<file path="config.mk">
export PLATFORM = sky130hd
export DESIGN_NAME = dsp_mac_seq
export DESIGN_NICKNAME = d
export VERILOG_FILES = /design/src/rtl/dsp_mac_seq.sv
export SDC_FILE = /design/constraint.sdc
export NUM_CORES = 1
export LEC_CHECK = 0
export ABC_AREA = 1
export CAP_MARGIN = 20
export CELL_PAD_IN_SITES_DETAIL_PLACEMENT = 0
export CELL_PAD_IN_SITES_GLOBAL_PLACEMENT = 2
export CORE_MARGIN = 2
export CORE_UTILIZATION = 24
export DETAILED_ROUTE_END_ITERATION = 10
export GPL_ROUTABILITY_DRIVEN = 0
export PLACE_DENSITY_LB_ADDON = 0.15
export SLEW_MARGIN = 5
export SYNTH_ARGS = -nofsm -noshare
export SYNTH_HDL_FRONTEND = slang
export SYNTH_SLANG_ARGS = --single-unit
</file>
<file path="constraint.sdc">
create_clock -name CLK -period 2.55 [get_ports CLK]
set_clock_uncertainty 0.2 [all_clocks]
set_input_delay 0.3825 -clock CLK [delete_from_list [all_inputs] [get_ports CLK]]
set_output_delay 0.3825 -clock CLK [all_outputs]
set_load 0.05 [all_outputs]
</file>
<file path="src/rtl/dsp_mac_seq.sv">
// Dot-product sequencer for one DSP slice: streams A/B pairs in, steers OPMODE/CEP and captures P.
// Optional sticky accumulator-overflow flag OVF is built when DSP_MAC_SEQ_OVF_EN is defined.
module dsp_mac_seq #(
    parameter int WIDTH_2 = 18,
    parameter int WIDTH_4 = 48,
    parameter int LEN_W   = 10,
    parameter int OPM_DLY = 1
) (
    input  logic               CLK,
    input  logic               RST_N,
    input  logic               START,
    input  logic [LEN_W-1:0]   LEN,
    input  logic               IN_VALID,
    input  logic [WIDTH_2-1:0] IN_A,
    input  logic [WIDTH_2-1:0] IN_B,
    output logic               IN_READY,
    output logic [WIDTH_2-1:0] DSP_A,
    output logic [WIDTH_2-1:0] DSP_B,
    output logic               DSP_CEA,
    output logic               DSP_CEB,
    output logic               DSP_CEM,
    output logic               DSP_CEOPMODE,
    output logic               DSP_CEP,
    output logic [7:0]         DSP_OPMODE,
    input  logic [WIDTH_4-1:0] DSP_P,
    input  logic               DSP_CARRYOUT,
    output logic               BUSY,
    output logic               DONE,
    output logic [WIDTH_4-1:0] RESULT
`ifdef DSP_MAC_SEQ_OVF_EN
    ,
    output logic               OVF
`endif
);

    typedef enum logic [1:0] {IDLE, LOAD, DRAIN, FIN} state_t;

    localparam int DRN_W = $clog2(OPM_DLY + 3) + 1;
    localparam logic [DRN_W-1:0] DRAIN_LAST = DRN_W'(OPM_DLY + 2);

    state_t             state_q;
    logic [LEN_W-1:0]   rem_q, rem_d;
    logic [DRN_W-1:0]   drn_q, drn_d;
    logic               first_q;
    logic               first_ab_q;
    logic               ce_ab_q;
    logic [WIDTH_2-1:0] a_q, b_q;
    logic [OPM_DLY-1:0] sr_v_q, sr_f_q;
    logic [WIDTH_4-1:0] result_q;
    logic               busy, tap_v, tap_f;

    assign busy   = (state_q != IDLE);
    assign rem_d  = rem_q - 1'b1;
    assign drn_d  = drn_q + 1'b1;
    assign tap_v  = sr_v_q[OPM_DLY-1];
    assign tap_f  = sr_f_q[OPM_DLY-1];

    // Handshake: a pair transfers on a rising edge where IN_VALID & IN_READY; IN_READY depends on state only.
    assign IN_READY     = (state_q == LOAD);
    assign DSP_A        = a_q;
    assign DSP_B        = b_q;
    assign DSP_CEA      = ce_ab_q;
    assign DSP_CEB      = ce_ab_q;
    assign DSP_CEM      = busy;
    assign DSP_CEOPMODE = busy;
    assign DSP_CEP      = tap_v;
    assign DSP_OPMODE   = !busy ? 8'h00 : (tap_f ? 8'h01 : 8'h09);
    assign BUSY         = busy;
    assign DONE         = (state_q == FIN);
    assign RESULT       = result_q;

    always_ff @(posedge CLK or negedge RST_N) begin
        if (!RST_N) begin
            state_q    <= IDLE;
            rem_q      <= '0;
            drn_q      <= '0;
            first_q    <= 1'b0;
            first_ab_q <= 1'b0;
            ce_ab_q    <= 1'b0;
            a_q        <= '0;
            b_q        <= '0;
            result_q   <= '0;
        end else begin
            ce_ab_q <= 1'b0;
            case (state_q)
                IDLE: begin
                    if (START) begin
                        if (LEN != '0) begin
                            rem_q   <= LEN;
                            first_q <= 1'b1;
                            state_q <= LOAD;
                        end else begin
                            result_q <= '0;
                            state_q  <= FIN;
                        end
                    end
                end
                LOAD: begin
                    if (IN_VALID) begin
                        a_q        <= IN_A;
                        b_q        <= IN_B;
                        ce_ab_q    <= 1'b1;
                        first_ab_q <= first_q;
                        first_q    <= 1'b0;
                        rem_q      <= rem_d;
                        if (rem_q == LEN_W'(1)) begin
                            drn_q   <= '0;
                            state_q <= DRAIN;
                        end
                    end
                end
                DRAIN: begin
                    // Wait for the last product to reach P through the A, M and P registers.
                    drn_q <= drn_d;
                    if (drn_q == DRAIN_LAST) begin
                        result_q <= DSP_P;
                        state_q  <= FIN;
                    end
                end
                FIN: state_q <= IDLE;
                default: state_q <= IDLE;
            endcase
        end
    end

    // Slot pipeline: each issued pair carries {valid, first} to its OPMODE/CEP slot.
    always_ff @(posedge CLK or negedge RST_N) begin
        if (!RST_N) begin
            sr_v_q <= '0;
            sr_f_q <= '0;
        end else begin
            sr_v_q[0] <= ce_ab_q;
            sr_f_q[0] <= ce_ab_q & first_ab_q;
            for (int i = 1; i < OPM_DLY; i++) begin
                sr_v_q[i] <= sr_v_q[i-1];
                sr_f_q[i] <= sr_f_q[i-1];
            end
        end
    end

`ifdef DSP_MAC_SEQ_OVF_EN
    logic pv_q, ovf_q;

    // pv_q marks the cycle in which P (and the registered CARRYOUT) reflect a valid slot.
    always_ff @(posedge CLK or negedge RST_N) begin
        if (!RST_N) begin
            pv_q  <= 1'b0;
            ovf_q <= 1'b0;
        end else begin
            pv_q <= tap_v;
            if (state_q == IDLE && START) begin
                ovf_q <= 1'b0;
            end else if (pv_q && DSP_CARRYOUT) begin
                ovf_q <= 1'b1;
            end
        end
    end

    assign OVF = ovf_q;
`else
    logic unused_carryout;
    assign unused_carryout = DSP_CARRYOUT;
`endif

endmodule

</file>
Yosys cells after proc, flatten, opt, wreduce, memory -nomap -nowiden:

Index checks and enable logic that the tools add are counted.

* register bits after elaboration: 104
* input bits: 99
* output and inout bits: 100
* logic and storage cells: 61

* add/subtract/negate cells: 2
* equal/unequal tests: 11
* mux-type cells: 25
* bitwise gates (word level): 1
* reductions and logical operators: 11

Operators with widths (number)
* $mux W48: 3
* $pmux W48 S2: 1
* $mux W10: 3
* $pmux W10 S2: 1
* $reduce_and A4 Y1: 3
* $eq A10 B1 Y1 const B: 1
* $mux W2: 5
* $ne A2 B2 Y1 const B: 5
* $reduce_bool A10 Y1: 1
* $sub A10 B1 Y10 const B: 1
* $mux W4: 2
* $pmux W2 S4: 1
* $reduce_bool A2 Y1: 4
* $mux W3: 2
* $pmux W3 S2: 1
* $mux W1: 5
* $eq A2 B2 Y1 const B: 2
* $add A3 B1 Y3 const B: 1
* $eq A3 B2 Y1 const B: 1
* $reduce_and A3 Y1: 1
* $eq A2 B1 Y1 const B: 1
* $logic_not A2 Y1: 1
* $ne A2 B1 Y1 const B: 1
* $pmux W1 S2: 1
* other kinds (2): 2

Logic depth before layout (Yosys ltp):

* depth in word-level cells: 4
* depth in mapped cells: 13

Worst setup path before layout:

Ideal clock, no wire load.

* path kind: register -> register
* start point: reg state_q[1]
* end point: reg rem_q[2]
* setup time: 122 ps
* arrival: 1776 ps
* data required time: 2228 ps
* path slack: 452 ps
* stages on the path, launching flop included: 11
* path buffers: 1
* path through: dfrtp_1 > inv_1 > ha_1 > inv_1 > o21ai_1 > inv_1 > nand2_1 > nor2_1 > buf_2 > nand2_1 > o21ai_1

* cells in the longest elaborated chain, start to end: 3
* elaborated cells on any way between the ends: 8
* classes of those cells: eq/ne: 4; mux: 1; reduce/logical: 3

RTL lines
* start: declaration: line 41 `state_t state_q;`
* start signal: assignment: line 74 `state_q <= IDLE;`
* start signal: assignment: line 91 `state_q <= LOAD;`
* start signal: assignment: line 94 `state_q <= FIN;`
* $eq A2 B1 Y1 (*)
* net IN_READY: line 16 `output logic IN_READY,`
* $ne A2 B2 Y1 (no source line) / $reduce_bool A2 Y1 (equally long branches)
* $reduce_and A4 Y1 (no source line)
* end signal: assignment: line 105 `rem_q <= rem_d;`
* end: declaration: line 42 `logic [LEN_W-1:0] rem_q, rem_d;`

Mark *: on every way through the listed nets, which the timed path passes. The rest lies on a longest branch.
A chain may end at the register's enable or synchronous reset.

Worst setup path in the final report:

* start point: reg state_q[0]
* end point: out DONE

* cells in the longest elaborated chain, start to end: 1

RTL lines
* $eq A2 B2 Y1: line 69 `assign DONE = (state_q == FIN);`
* end: declaration: line 28 `output logic DONE,`

No other way between the ends.

==> flow_summary_export.csv <==
group,metric,value,unit
outcome,status,"complete, no violations",
synthesis,synth_cell_type_count,25,
final_layout,stdcell_count,1065,
critical_path,critPathCaptureType,"output pin",
timing,setup_viol,0,
floorplanning,row_count,52,
synthesis,synthSimpleGateAreaFrac,35.22,%
global_route,overflow,0,
floorplanning,initial_utilization,24.43,%
place,place_area,7098,sq um
critical_path,crit_family,"buffers and inverters",
timing,maxSlewViolCount,0,
place,dpl_worst_slack,0.04281,ns
place,dp_cells,1048,
final_layout,n_antenna_cell,0,
synthesis,ys_async_sr_fraction,100.0,%
critical_path,crit_chain,"ha_1 > clkdlybuf4s50_1",
detailed_routing,drt_iter0_drc,238,
critical_path,required,1.97,ns
power_and_ir_drop,peakVddDrop,0.8110,mV
power_and_ir_drop,powerDensity,1445,nW/um^2
cts,htree_num_levels,3,
final_layout,fillers,2083,
detailed_routing,dr.pass1.iters,5,
synthesis,yosysTopAreaCellShare,52.82,%
floorplanning,die_w,147.3,um
global_route,grt_pass1_wl,23.85,mm
power_and_ir_drop,comb_power_share,60.0,%
critical_path,crit_fanout,4,
power_and_ir_drop,power_frac_clock,13.5,%
cts,root_buffer,"clkbuf_16",
power_and_ir_drop,p_int,5.209,mW
synthesis,synth-edff-count,0,
global_route,antenna_found_initial,0,
synthesis,postSynthCellCount,611,
synthesis,synth-compound-area-share,2.768,%
place,port_buffers,191,
timing,hold_viol,0,
timing,tns,0,ns
synthesis,synthTopCellsByArea,"dfrtp_1, nand2_1, nand3b_1, ha_1, buf_4",
global_route,gr-usage-all-layers,13.86,%
cts,cts_setup_buffers,0,
timing,worst_slew_pin_slew,0.5660,ns
critical_path,critPathKind,"flop to output pin",
synthesis,ys_seq_area_share,52.82,%
floorplanning,coreArea,20170,sq um
global_route,grt_pass1_vias,4576,
power_and_ir_drop,switching_share,51.38,%
timing,worst_slack,0.2452,ns
global_route,grt_start_max_net_pins,52,
synthesis,ys_warn_count,0,
cts,cts_tree,"built",
critical_path,startpoint_type,"flop",
detailed_routing,routed_wirelength,14.98,mm
power_and_ir_drop,p_leak,3.557,nW
synthesis,synth_top_area_cell,"dfrtp_1",
critical_path,crit_buf_inv,1,
floorplanning,die_y,147.3,um
timing,rsz0062_at_grt,"no",
floorplanning,die_area,21690,sq um
job,maxCapViolCount,0,
critical_path,slowest_delay,0.79,ns
timing,fmax,0.4339,GHz
final_layout,post-route-cell-area,7417,sq um
synthesis,synth-seq-cells,104,
detailed_routing,num_vias,4505,
power_and_ir_drop,p_sw,5.505,mW
cts,clk_pin_slew,0.08,ns
final_layout,drive_above_1_share,5.409,%
detailed_routing,wire_per_inst,14.06,um
synthesis,netlist_area,4927,sq um
synthesis,avgSynthCellArea,8.064,sq um
timing,fin_crit_sh,90.38,%
synthesis,synth_top_family_by_area,"simple AND/OR/NAND/NOR gates",
critical_path,worstPathArrival,1.72,ns
synthesis,synthMuxAreaShare,0.2031,%
detailed_routing,drc,0,
detailed_routing,antenna_left,0,
final_layout,area_growth,50.53,%
synthesis,ys_top_cells_by_count,"nand2_1, dfrtp_1, nand3b_1",
cts,cts_made_buffers,9,
cts,cts.sinks,104,
critical_path,reg2reg_slack,0.39,ns
critical_path,slowest_stage,"clkdlybuf4s50_1",
synthesis,synth_fa_ha_area_share,2.285,%
cts,clock_path_buffers,2,
critical_path,r2r_end,"rem_q[0]",
power_and_ir_drop,pwr-share-seq,26.5,%
cts,clkLatencyLatePin,0.34,ns
final_layout,fin_nets,898,
critical_path,reg2reg_depth,10,
critical_path,reg2reg_from,"state_q[0]",
final_layout,final_core_util,36.77,%
synthesis,synth.most_common_cell,"nand2_1",
worst_hold_path,holdCritPathClass,"primary input to asynchronous set/reset pin",
place,dpl.hpwl,10.22,mm
floorplanning,io-pin-count,199,
synthesis,synth_xor_area_share,0,%
timing,period_needed,2.305,ns
timing,slew_headroom,62.15,%
synthesis,ys.flop_type,"dfrtp_1",
detailed_routing,via_per_inst,4.230,
-- layer usage --
| metal | up-vias | global-route usage (%) | routed length (um) |
|---|---|---|---|
| met5 | - | 0 | 0 |
| met4 | 0 | 4.327 | 256 |
| met3 | 15 | 4.783 | 1260 |
| met2 | 147 | 22.50 | 6760 |
| met1 | 2109 | 17.42 | 6702 |
| li1 | 2234 | - | - |
-- final cells by class --
cell class	count	area, sq um	share of cell area (%)
Tap cell	270	337.8	4.555
Sequential cell	104	2603	35.09
Inverter	25	93.84	1.265
Clock inverter	6	67.56	0.9109
Clock buffer	10	239.0	3.222
Multi-Input combinational cell	446	2032	27.40
Timing Repair Buffer	204	2044	27.56
-- cell families (layout without fill, tap and decap cells) --
group           after synthesis  count (layout)
simple gates                404             404
flops                       104             104
buf+inv                      66             245
compound gates               26              26
fa+ha+maj                     9               9
other cells                   1               6
mux                           1               1
-- power groups by stage --
stage	Sequential [mW]	Combinational (mW)	Clock (mW)
final	2.84	6.42	1.45
after global routing	2.94	6.92	1.58
after CTS	2.85	6.52	1.51
after detailed placement	2.86	6.51	0
after global placement	2.84	6.50	0
after floorplan	5.00	2.12	0
-- state kept, by name (all words and copies together), names as in the netlist --
register    count
RESULT         48
DSP_CEA         1
drn_q           3
rem_q          10
DSP_A          18
DSP_CEP         1
first_q         1
DSP_B          18
first_ab_q      1
state_q         2
sr_f_q          1
-- through the flow --
| step | power [mW] | hold WS (ns) |
|---|---|---|
| after floorplan | 7.125 | -0.1131 |
| after global placement | 9.344 | -0.001379 |
| after detailed placement | 9.369 | 0.003397 |
| after CTS | 10.88 | 0.1784 |
| after global routing | 11.44 | 0.1806 |
| final | 10.71 | 0.1851 |
-- what timing repair did --
item                       4_1_cts  5_1_grt
setup endpoints to repair        0        7
hold buffers                     1        0
hold endpoints to repair       104        0
gates resized for setup          0        1
-- cell usage in the layout, fill, tap and decap left out, drive strengths merged --
| cell type | n |
|---|---|
| a21oi | 2 |
| and2 | 1 |
| buf | 19 |
| bufinv | 1 |
| clkbuf | 10 |
| clkdlybuf4s50 | 184 |
| clkinv | 3 |
| clkinvlp | 1 |
| conb | 6 |
| dfrtp | 104 |
| dlygate4sd3 | 1 |
| ha | 9 |
| inv | 26 |
| mux2i | 1 |
| nand2 | 315 |
| nand3 | 13 |
| nand3b | 50 |
| nand4 | 1 |
| nor2 | 22 |
| o21ai | 23 |
| o21bai | 1 |
| or2 | 2 |
-- worst max path at each step --
stage | from | to | slack, ns | cells after the start
floorplan | state_q[1] | rem_q[2] | 0.45 | 10
global placement | LEN[6] | rem_q[1] | 0.09 | 8
detailed placement | LEN[7] | rem_q[2] | 0.04 | 8
CTS | state_q[0] | rem_q[0] | 0.11 | 10
global route | state_q[1] | DONE | 0.18 | 2
finish | state_q[0] | DONE | 0.25 | 2
(Power assumes the default switching activity.)
